File: config.mk
export PLATFORM = sky130hd
export DESIGN_NAME = mem_req_arbiter_flat
export DESIGN_NICKNAME = d
export VERILOG_FILES = /design/src/rtl/mem_req_arbiter_if.sv /design/src/rtl/mem_req_arbiter.sv /design/src/flat_wrapper.sv
export SDC_FILE = /design/constraint.sdc
export NUM_CORES = 1
export LEC_CHECK = 0
export ABC_AREA = 1
export CORE_MARGIN = 1
export CORE_UTILIZATION = 40
export CTS_CLUSTER_SIZE = 24
export DETAILED_ROUTE_END_ITERATION = 6
export PLACE_DENSITY_LB_ADDON = 0.2
export SLEW_MARGIN = 40
export SYNTH_ARGS = -nofsm -noshare
export SYNTH_HDL_FRONTEND = slang
export SYNTH_SLANG_ARGS = --single-unit
File: constraint.sdc
create_clock -name clk -period 2.72 [get_ports clk]
set_clock_uncertainty 0.2 [all_clocks]
set_input_delay 0.544 -clock clk [delete_from_list [all_inputs] [get_ports clk]]
set_output_delay 0.544 -clock clk [all_outputs]
set_load 0.005 [all_outputs]
File: src/rtl/mem_req_arbiter_if.sv
// Bundle of the two-requester upstream bus, the shared downstream port and arbiter status.
// The slave modport is the arbiter's view; master is the environment that drives it.
interface mem_req_arbiter_if;
    logic [1:0]  u_req;
    logic [1:0]  u_wr;
    logic [63:0] u_addr;
    logic [63:0] u_wdata;
    logic [7:0]  u_wstrb;
    logic [31:0] u_rdata;
    logic [1:0]  u_ready;
    logic [1:0]  u_error;
    logic        d_req;
    logic        d_wr;
    logic [31:0] d_addr;
    logic [31:0] d_wdata;
    logic [3:0]  d_wstrb;
    logic [31:0] d_rdata;
    logic        d_ready;
    logic        d_error;
    logic [1:0]  grant;
    logic        busy;

    modport slave (
        input  u_req, u_wr, u_addr, u_wdata, u_wstrb, d_rdata, d_ready, d_error,
        output u_rdata, u_ready, u_error, d_req, d_wr, d_addr, d_wdata, d_wstrb, grant, busy
    );

    modport master (
        output u_req, u_wr, u_addr, u_wdata, u_wstrb, d_rdata, d_ready, d_error,
        input  u_rdata, u_ready, u_error, d_req, d_wr, d_addr, d_wdata, d_wstrb, grant, busy
    );
endinterface

File: src/rtl/mem_req_arbiter.sv
// Two-requester arbiter sharing one simple-bus memory port, with round-robin or
// fixed-priority selection, registered issue and a per-transaction timeout.
module mem_req_arbiter #(
    parameter int TIMEOUT_CYCLES = 256,
    parameter int FIXED_PRIO     = 0,
    parameter int CNT_W          = 16
) (
    input  logic             clk,
    input  logic             reset,
    mem_req_arbiter_if.slave bus
);

    typedef enum logic [1:0] {
        IDLE = 2'd0,
        BUSY = 2'd1,
        RESP = 2'd2
    } state_t;

    localparam logic [CNT_W-1:0] TIMEOUT_C    = CNT_W'(TIMEOUT_CYCLES);
    localparam bit               TIMEOUT_EN_C = (TIMEOUT_CYCLES != 32'sd0);
    localparam bit               FIXED_C      = (FIXED_PRIO != 32'sd0);

    state_t           state_r;
    logic             last_grant_r;
    logic             owner_r;
    logic [CNT_W-1:0] cnt_r;
    logic             winner_s;
    logic [CNT_W-1:0] cnt_next_s;
    logic             timeout_s;

    function automatic logic [1:0] onehot(input logic idx);
        return idx ? 2'b10 : 2'b01;
    endfunction

    // Pick the winner among current requesters; ties go to the other side of last_grant in round-robin mode.
    always_comb begin
        winner_s = 1'b0;
        case (bus.u_req)
            2'b01:   winner_s = 1'b0;
            2'b10:   winner_s = 1'b1;
            2'b11:   winner_s = FIXED_C ? 1'b0 : ~last_grant_r;
            default: winner_s = 1'b0;
        endcase
    end

    // Timeout fires on the BUSY cycle whose incremented count hits the limit; equality means no wrap path.
    always_comb begin
        cnt_next_s = cnt_r + {{(CNT_W-1){1'b0}}, 1'b1};
        timeout_s  = TIMEOUT_EN_C && (cnt_next_s == TIMEOUT_C);
    end

    // Arbiter FSM with all outputs registered.
    always_ff @(posedge clk) begin
        if (reset) begin
            state_r      <= IDLE;
            last_grant_r <= 1'b1;
            owner_r      <= 1'b0;
            cnt_r        <= {CNT_W{1'b0}};
            bus.d_req    <= 1'b0;
            bus.d_wr     <= 1'b0;
            bus.d_addr   <= 32'h0000_0000;
            bus.d_wdata  <= 32'h0000_0000;
            bus.d_wstrb  <= 4'b0000;
            bus.u_rdata  <= 32'h0000_0000;
            bus.u_ready  <= 2'b00;
            bus.u_error  <= 2'b00;
            bus.grant    <= 2'b00;
            bus.busy     <= 1'b0;
        end else begin
            case (state_r)
                IDLE: begin
                    if (bus.u_req != 2'b00) begin
                        owner_r      <= winner_s;
                        last_grant_r <= winner_s;
                        cnt_r        <= {CNT_W{1'b0}};
                        bus.d_req    <= 1'b1;
                        bus.d_wr     <= winner_s ? bus.u_wr[1]        : bus.u_wr[0];
                        bus.d_addr   <= winner_s ? bus.u_addr[63:32]  : bus.u_addr[31:0];
                        bus.d_wdata  <= winner_s ? bus.u_wdata[63:32] : bus.u_wdata[31:0];
                        bus.d_wstrb  <= winner_s ? bus.u_wstrb[7:4]   : bus.u_wstrb[3:0];
                        bus.grant    <= onehot(winner_s);
                        bus.busy     <= 1'b1;
                        state_r      <= BUSY;
                    end else begin
                        state_r      <= IDLE;
                    end
                end
                BUSY: begin
                    if (bus.d_ready) begin
                        bus.d_req   <= 1'b0;
                        bus.u_rdata <= bus.d_rdata;
                        bus.u_ready <= onehot(owner_r);
                        bus.u_error <= bus.d_error ? onehot(owner_r) : 2'b00;
                        state_r     <= RESP;
                    end else if (timeout_s) begin
                        bus.d_req   <= 1'b0;
                        bus.u_rdata <= 32'h0000_0000;
                        bus.u_ready <= onehot(owner_r);
                        bus.u_error <= onehot(owner_r);
                        state_r     <= RESP;
                    end else begin
                        cnt_r       <= cnt_next_s;
                    end
                end
                RESP: begin
                    bus.u_ready <= 2'b00;
                    bus.u_error <= 2'b00;
                    bus.grant   <= 2'b00;
                    bus.busy    <= 1'b0;
                    cnt_r       <= {CNT_W{1'b0}};
                    state_r     <= IDLE;
                end
                default: begin
                    bus.d_req   <= 1'b0;
                    bus.u_ready <= 2'b00;
                    bus.u_error <= 2'b00;
                    bus.grant   <= 2'b00;
                    bus.busy    <= 1'b0;
                    cnt_r       <= {CNT_W{1'b0}};
                    state_r     <= IDLE;
                end
            endcase
        end
    end

endmodule

File: src/flat_wrapper.sv
// flat-port wrapper written by rule: the top's interface ports become plain ports
module mem_req_arbiter_flat 
#(
    parameter int TIMEOUT_CYCLES = 256,
    parameter int FIXED_PRIO     = 0,
    parameter int CNT_W          = 16
)
  (clk, reset, bus_u_req, bus_u_wr, bus_u_addr, bus_u_wdata, bus_u_wstrb, bus_d_rdata, bus_d_ready, bus_d_error, bus_u_rdata, bus_u_ready, bus_u_error, bus_d_req, bus_d_wr, bus_d_addr, bus_d_wdata, bus_d_wstrb, bus_grant, bus_busy);
  mem_req_arbiter_if bus_i ();
  input  logic clk;
  input  logic reset;
  input wire logic [$bits(bus_i.u_req)-1:0] bus_u_req;
  input wire logic [$bits(bus_i.u_wr)-1:0] bus_u_wr;
  input wire logic [$bits(bus_i.u_addr)-1:0] bus_u_addr;
  input wire logic [$bits(bus_i.u_wdata)-1:0] bus_u_wdata;
  input wire logic [$bits(bus_i.u_wstrb)-1:0] bus_u_wstrb;
  input wire logic [$bits(bus_i.d_rdata)-1:0] bus_d_rdata;
  input wire logic [$bits(bus_i.d_ready)-1:0] bus_d_ready;
  input wire logic [$bits(bus_i.d_error)-1:0] bus_d_error;
  output wire logic [$bits(bus_i.u_rdata)-1:0] bus_u_rdata;
  output wire logic [$bits(bus_i.u_ready)-1:0] bus_u_ready;
  output wire logic [$bits(bus_i.u_error)-1:0] bus_u_error;
  output wire logic [$bits(bus_i.d_req)-1:0] bus_d_req;
  output wire logic [$bits(bus_i.d_wr)-1:0] bus_d_wr;
  output wire logic [$bits(bus_i.d_addr)-1:0] bus_d_addr;
  output wire logic [$bits(bus_i.d_wdata)-1:0] bus_d_wdata;
  output wire logic [$bits(bus_i.d_wstrb)-1:0] bus_d_wstrb;
  output wire logic [$bits(bus_i.grant)-1:0] bus_grant;
  output wire logic [$bits(bus_i.busy)-1:0] bus_busy;
  assign bus_i.u_req = bus_u_req;
  assign bus_i.u_wr = bus_u_wr;
  assign bus_i.u_addr = bus_u_addr;
  assign bus_i.u_wdata = bus_u_wdata;
  assign bus_i.u_wstrb = bus_u_wstrb;
  assign bus_i.d_rdata = bus_d_rdata;
  assign bus_i.d_ready = bus_d_ready;
  assign bus_i.d_error = bus_d_error;
  assign bus_u_rdata = bus_i.u_rdata;
  assign bus_u_ready = bus_i.u_ready;
  assign bus_u_error = bus_i.u_error;
  assign bus_d_req = bus_i.d_req;
  assign bus_d_wr = bus_i.d_wr;
  assign bus_d_addr = bus_i.d_addr;
  assign bus_d_wdata = bus_i.d_wdata;
  assign bus_d_wstrb = bus_i.d_wstrb;
  assign bus_grant = bus_i.grant;
  assign bus_busy = bus_i.busy;
  mem_req_arbiter #(.TIMEOUT_CYCLES(TIMEOUT_CYCLES), .FIXED_PRIO(FIXED_PRIO), .CNT_W(CNT_W)) u_core (.clk(clk), .reset(reset), .bus(bus_i));
endmodule
# Yosys cells after proc, flatten, opt, wreduce, memory -nomap -nowiden
# Cells that the tools add are included.
# word_totals
regBits,129
output_inout_bits,109
input_bits,176
elab_cells,67
# op_classes
eq_ne,9
mux,30
n_reduce_logical,9
bitwise,4
add_sub_neg,1
# ops
cell,count
two-way mux 32 bit,4
two-way mux 16 bit,3
case mux 16 bit (2 select lines),1
two-way mux 2 bit,9
"adder 16 x 1 -> 16 bit, second input constant",1
"== test 16 x 9 -> 1 bit, second input constant",1
case mux 2 bit (2 select lines),4
AND reduction 2 bit,4
"== test 2 bit, second input constant",3
AND reduction 3 bit,2
two-way mux 1 bit,5
two-way mux 4 bit,1
"inequality test 2 bit, second input constant",2
NOT 1 bit,4
case mux 1 bit (2 select lines),2
nonzero test 2 bit,2
"inequality test 3 x 2 -> 1 bit, second input constant",1
case mux 1 bit (3 select lines),1
"== test 2 x 1 -> 1 bit, second input constant",1
zero test 2 bit,1
"inequality test 2 x 1 -> 1 bit, second input constant",1

# Logic depth before layout (Yosys ltp)
# depth
ltp_word,5
depth_mapped,17
ltp_nobuf,15

# Worst setup path after synthesis
# No wires, ideal clock.
# synth_path
path_kind,reg2reg
startpoint,register u_core.cnt_r[0]
endpoint,register u_core.bus.u_rdata[10]
setup_ns,0.132
arrival_time_ns,1.872
required_ns,2.388
path_buffers,2
stages_incl_launch_ff,17
path_slack_ns,0.516
cell_sequence,dfxtp_1 -> ha_1 -> nand3_1 -> nor2_2 -> nand3_1 -> nand2_1 -> nand2_1 -> inv_1 -> nand2_1 -> nor2_1 -> nand2_2 -> nand2_4 -> nand2_4 -> buf_6 -> buf_6 -> nand2_1 -> a21oi_1
# synth_via
elab_chain_cells,4
# synth_rtl
item,line,source
"start, declared",mem_req_arbiter.sv:26,logic [CNT_W-1:0] cnt_r;
"start signal, assigned",mem_req_arbiter.sv:58,cnt_r <= {CNT_W{1'b0}};
"start signal, assigned",mem_req_arbiter.sv:75,cnt_r <= {CNT_W{1'b0}};
"start signal, assigned",mem_req_arbiter.sv:102,cnt_r <= cnt_next_s;
adder 16 x 1 -> 16 bit,mem_req_arbiter.sv:48,"cnt_next_s = cnt_r + {{(CNT_W-1){1'b0}}, 1'b1};"
== test 16 x 9 -> 1 bit,mem_req_arbiter.sv:49,timeout_s = TIMEOUT_EN_C && (cnt_next_s == TIMEOUT_C);
nonzero test 2 bit (no source line),--,
AND reduction 2 bit (no source line),--,
"end signal, assigned",mem_req_arbiter.sv:91,bus.u_rdata <= bus.d_rdata;
"end, declared",mem_req_arbiter_if.sv:25,"output u_rdata, u_ready, u_error, d_req, d_wr, d_addr, d_wdata, d_wstrb, grant, busy"
# No other way between the ends.
# A chain may end at the register's enable or synchronous reset.

# Worst setup path after layout
# layout_path
startpoint,register u_core.cnt_r[0]
endpoint,register u_core.cnt_r[0]
# layout_via
elab_chain_cells,4
# layout_rtl
item,line
adder 16 x 1 -> 16 bit (*),mem_req_arbiter.sv:48
== test 16 x 9 -> 1 bit or two-way mux 16 bit (tied branches),"mem_req_arbiter.sv:49, mem_req_arbiter.sv:95"
inequality test 2 bit (no source line) or two-way mux 16 bit (tied branches),--
AND reduction 3 bit (no source line) or case mux 16 bit (2 select lines) (tied branches),--
# Mark *: on every way between the ends. The rest lies on a longest branch, timed or not. The select of a mux whose other input is x is not followed.

==> metrics list <==
- The flow ran to the end, and the final reports show no timing, DRC or antenna violations.
- After clock tree synthesis, the flow added hold-fix buffers numbering 0.
- List of most frequent post-synthesis cells: sky130_fd_sc_hd__nand2_1, sky130_fd_sc_hd__dfxtp_1, sky130_fd_sc_hd__a31oi_1
- Setup violations remaining at the end of the flow were counted as 0.
* Later-pin clock latency in the skew report: 0.42 ns
- The clock period could shrink to 2.455 ns.
- Leakage: 3.469 nW
- Count of final hold-check violations: 0
* H-tree levels: 4
* Cells taking the most area after synthesis: sky130_fd_sc_hd__dfxtp_1, sky130_fd_sc_hd__nand2_1, sky130_fd_sc_hd__a31oi_1, sky130_fd_sc_hd__a21oi_1, sky130_fd_sc_hd__nor2_1
- The layout has 1156 filler cells.
- Number of nets produced by synthesis: 992
- TritonCTS buffer count: 17
- Post-detail-place hpwl: 12860 µm
* Post-route fraction of the period consumed by the critical path: 90.25%
- Worst Path Arrival: 2.56 ns
- TritonCTS built the clock tree.
- For this run the aggregate overflow at the end of global routing stands at 0.
- Maximum buffer depth of the clock tree: 2
* Largest area contributor in the synthesized netlist: sky130_fd_sc_hd__dfxtp_1
* Total Power Consumption: 0.005863 W
- The clock net in this run drives a total of 129 sinks.
- Netlist Area Pre-Place: 5588 µm²
- Final Slew Violations: 0
* Average instance area after synthesis: 6.865 µm²
- Power density cells: 633.5 nW/µm²
- The worst setup path is launched from a flip-flop.
- Chip Height: 120.2 µm
- In this run the remaining antenna-violating nets after routing total 0.
* Antenna violations before repair: 0
- Number of setup buffers added after CTS: 0
* Max Clk Rate: 407.4 MHz
- Crit path max fanout: 16
* Count of boundary I/O pins: 285
- Cells fill 68.79% of the core in the end.
- In the routed design, unresolved DRC markers number 0.
- In the final layout, the share of cells above drive strength 1 is 5.861%.
- The die is 120.2 µm wide.
* Clock tree root buffer cell: sky130_fd_sc_hd__clkbuf_16
- By startpoint and endpoint, the worst setup path is classified as reg2reg.
- Across the run, the number of max-cap violations was 0.
- Entering global routing, the biggest net connects 112 pins.
- Post-synthesis async set-or-reset flop share: 0%
* Critical Path Sink Type: flip-flop
* Final wirelength: 18790 µm
* Die Area: 14450 µm²
- In the final routed layout, each cell accounts on average for 14.82 µm.
* Synthesis-to-finish area growth: 65.61%
- Sequential elements use 46.22% of the synthesized area.
- The repair_antennas step left the layout with diodes totalling 0.
- Cell variety after synth: 26
- Via total after detailed routing: 6217
* Required time at the endpoint of the critical path: 2.83 ns
- Starting Density: 41.54%
* Instance count of the mapped netlist: 814
- Yosys top cell area share: 46.22%
- VDD sags by at most 0.0004027 V.
- RSZ-0062 raised after global routing: false
- Via count of the first global-routing pass: 6062
* Kind of path behind the tightest hold check: reg2reg
* Final Net Count: 1257
* Number of rows created at floorplan: 42
- Slew @ Worst Pin: 0.5549 ns
- During placement, the flow inserted port buffers numbering 284.
- Headroom to the max-slew limit: 62.96%
- Final Wtd Congestion: 0.8456
* Core Footprint: 13450 µm²
- Via count normalized by instance count: 4.903
- The synthesized design contains 0 enable-type register cells.
- Final Non-Filler Cells: 1268
- Total negative slack: 0 ns
- Clock-pin slew of the registers on the worst-case setup and hold paths: 0.06 ns
- In the post-synthesis netlist, the cell with the most instances is sky130_fd_sc_hd__nand2_1.
- In this run, the number of DRC markers left after iteration 0 of detailed routing was 308.
- Number of warning messages in the yosys log: 0
* Wire length of the first global-routing pass: 30460 µm
- Before antenna repair, the detailed router went through 4 iterations.
- Counting tap cells, the placed design contains a total of 1236 instances.
- For this run, the leading register cell type out of synthesis is sky130_fd_sc_hd__dfxtp_1.
- All-layer global routing usage: 26.89%
- Synthesis inferred 129 register bits.
[per-stage QoR]
stage                     setup slack, ns  instance area [µm²]  hold WS, ns
after floorplan                    0.5161                 5588       0.2287
after global placement             0.2674                 8607       0.2434
after detailed placement           0.1717                 8607       0.2464
after CTS                          0.1577                 9249       0.2594
after global routing             0.004324                 9254       0.2685
final                              0.2653                 9254       0.2557
[sequential cells by signal, summed over array words and instances, names as in the netlist]
signal	flops
u_core.bus.u_rdata	32
u_core.bus.d_req	1
u_core.owner_r	1
u_core.bus.busy	1
u_core.state_r	2
u_core.cnt_r	16
u_core.bus.u_ready	2
u_core.bus.grant	2
u_core.bus.d_wstrb	4
u_core.last_grant_r	1
u_core.bus.d_addr	32
u_core.bus.u_error	2
u_core.bus.d_wr	1
u_core.bus.d_wdata	32
[worst max-delay path: stages (launching register included)]
cell and delay [ns]:
sky130_fd_sc_hd__dfxtp_2 0.38, sky130_fd_sc_hd__ha_2 0.23, sky130_fd_sc_hd__nand3_1 0.16, sky130_fd_sc_hd__inv_2 0.13, sky130_fd_sc_hd__nand3_1 0.08, sky130_fd_sc_hd__nand2_1 0.06
sky130_fd_sc_hd__nand2_1 0.08, sky130_fd_sc_hd__nor2_1 0.10, sky130_fd_sc_hd__nand2_1 0.05, sky130_fd_sc_hd__nor2_1 0.10, sky130_fd_sc_hd__nand2_2 0.09, sky130_fd_sc_hd__nand2_4 0.11
sky130_fd_sc_hd__nand2_4 0.15, sky130_fd_sc_hd__buf_12 0.20, sky130_fd_sc_hd__a21oi_1 0.15, sky130_fd_sc_hd__nor2_1 0.06
[layout make-up]
class | instances | area (µm²) | share of cell area (%)
Timing Repair Buffer | 296 | 2993 | 32.34
Multi-Input combinational cell | 602 | 2690 | 29.07
Sequential cell | 129 | 2585 | 27.93
Clock buffer | 19 | 432.9 | 4.678
Tap cell | 176 | 220.2 | 2.380
Clock inverter | 13 | 209.0 | 2.258
Inverter | 33 | 123.9 | 1.339
[power by group]
| part | internal, W | total (W) | leakage (nW) | switching [W] |
|---|---|---|---|---|
| Combinational | 0.000657 | 0.00120 | 2.11 | 0.000541 |
| Clock | 0.00163 | 0.00250 | 0.304 | 0.000867 |
| Sequential | 0.00206 | 0.00217 | 1.06 | 0.000110 |
| Total | 0.00435 | 0.00586 | 3.47 | 0.00152 |
[placed cells by master, fill, tap and decap left out, types with 2 or more instances in the layout]
cell and count:
sky130_fd_sc_hd__nor2_2 5, sky130_fd_sc_hd__clkbuf_1 2, sky130_fd_sc_hd__clkdlybuf4s50_1 283, sky130_fd_sc_hd__dfxtp_1 127, sky130_fd_sc_hd__nor2_4 4, sky130_fd_sc_hd__o21ai_0 2, sky130_fd_sc_hd__nand3_1 15, sky130_fd_sc_hd__clkinvlp_4 3
sky130_fd_sc_hd__a21oi_1 58, sky130_fd_sc_hd__inv_2 2, sky130_fd_sc_hd__nor2_1 46, sky130_fd_sc_hd__inv_6 2, sky130_fd_sc_hd__buf_4 8, sky130_fd_sc_hd__buf_12 5, sky130_fd_sc_hd__nand4_1 23, sky130_fd_sc_hd__nand2_1 367
sky130_fd_sc_hd__nand2_2 3, sky130_fd_sc_hd__bufinv_16 5, sky130_fd_sc_hd__clkinv_2 2, sky130_fd_sc_hd__a31oi_1 69, sky130_fd_sc_hd__inv_1 30, sky130_fd_sc_hd__nand2_4 2, sky130_fd_sc_hd__clkbuf_16 17, sky130_fd_sc_hd__dfxtp_2 2
[repair_timing]
action	CTS	global route
endpoints found under the setup margin	0	46
hold endpoints to repair	0	0
gates resized for setup	0	3
[metal layers]
layer,GRT usage (%),wire length (µm),vias up
met5,0,0,-
met1,31.14,7534,2742
met4,11.95,587,0
met3,10.28,1639,41
met2,43.89,9024,254
li1,-,-,3180
[kinds of logic (layout without fill, tap and decap cells)]
logic type,count (synthesis),count (layout),synth area share (%)
simple gates,469,469,33.99
compound gates,130,130,13.19
flops,129,129,46.22
buf+inv,83,361,6.001
fa+ha+maj,2,2,0.4478
xor+xnor,1,1,0.1568
[final timing paths]
| kind | startpoint | depth (start not counted) | slack (ns) | endpoint |
|---|---|---|---|---|
| min reg2reg | u_core.bus.u_rdata[11]$_SDFFE_PP0P_ | 2 | 0.26 | u_core.bus.u_rdata[11]$_SDFFE_PP0P_ |
| min | u_core.bus.u_rdata[11]$_SDFFE_PP0P_ | 2 | 0.26 | u_core.bus.u_rdata[11]$_SDFFE_PP0P_ |
| max | u_core.cnt_r[0]$_SDFFE_PP0P_ | 15 | 0.27 | u_core.cnt_r[0]$_SDFFE_PP0P_ |
| max reg2reg | u_core.cnt_r[0]$_SDFFE_PP0P_ | 15 | 0.27 | u_core.cnt_r[0]$_SDFFE_PP0P_ |
Power figures use the tool's default switching activity.
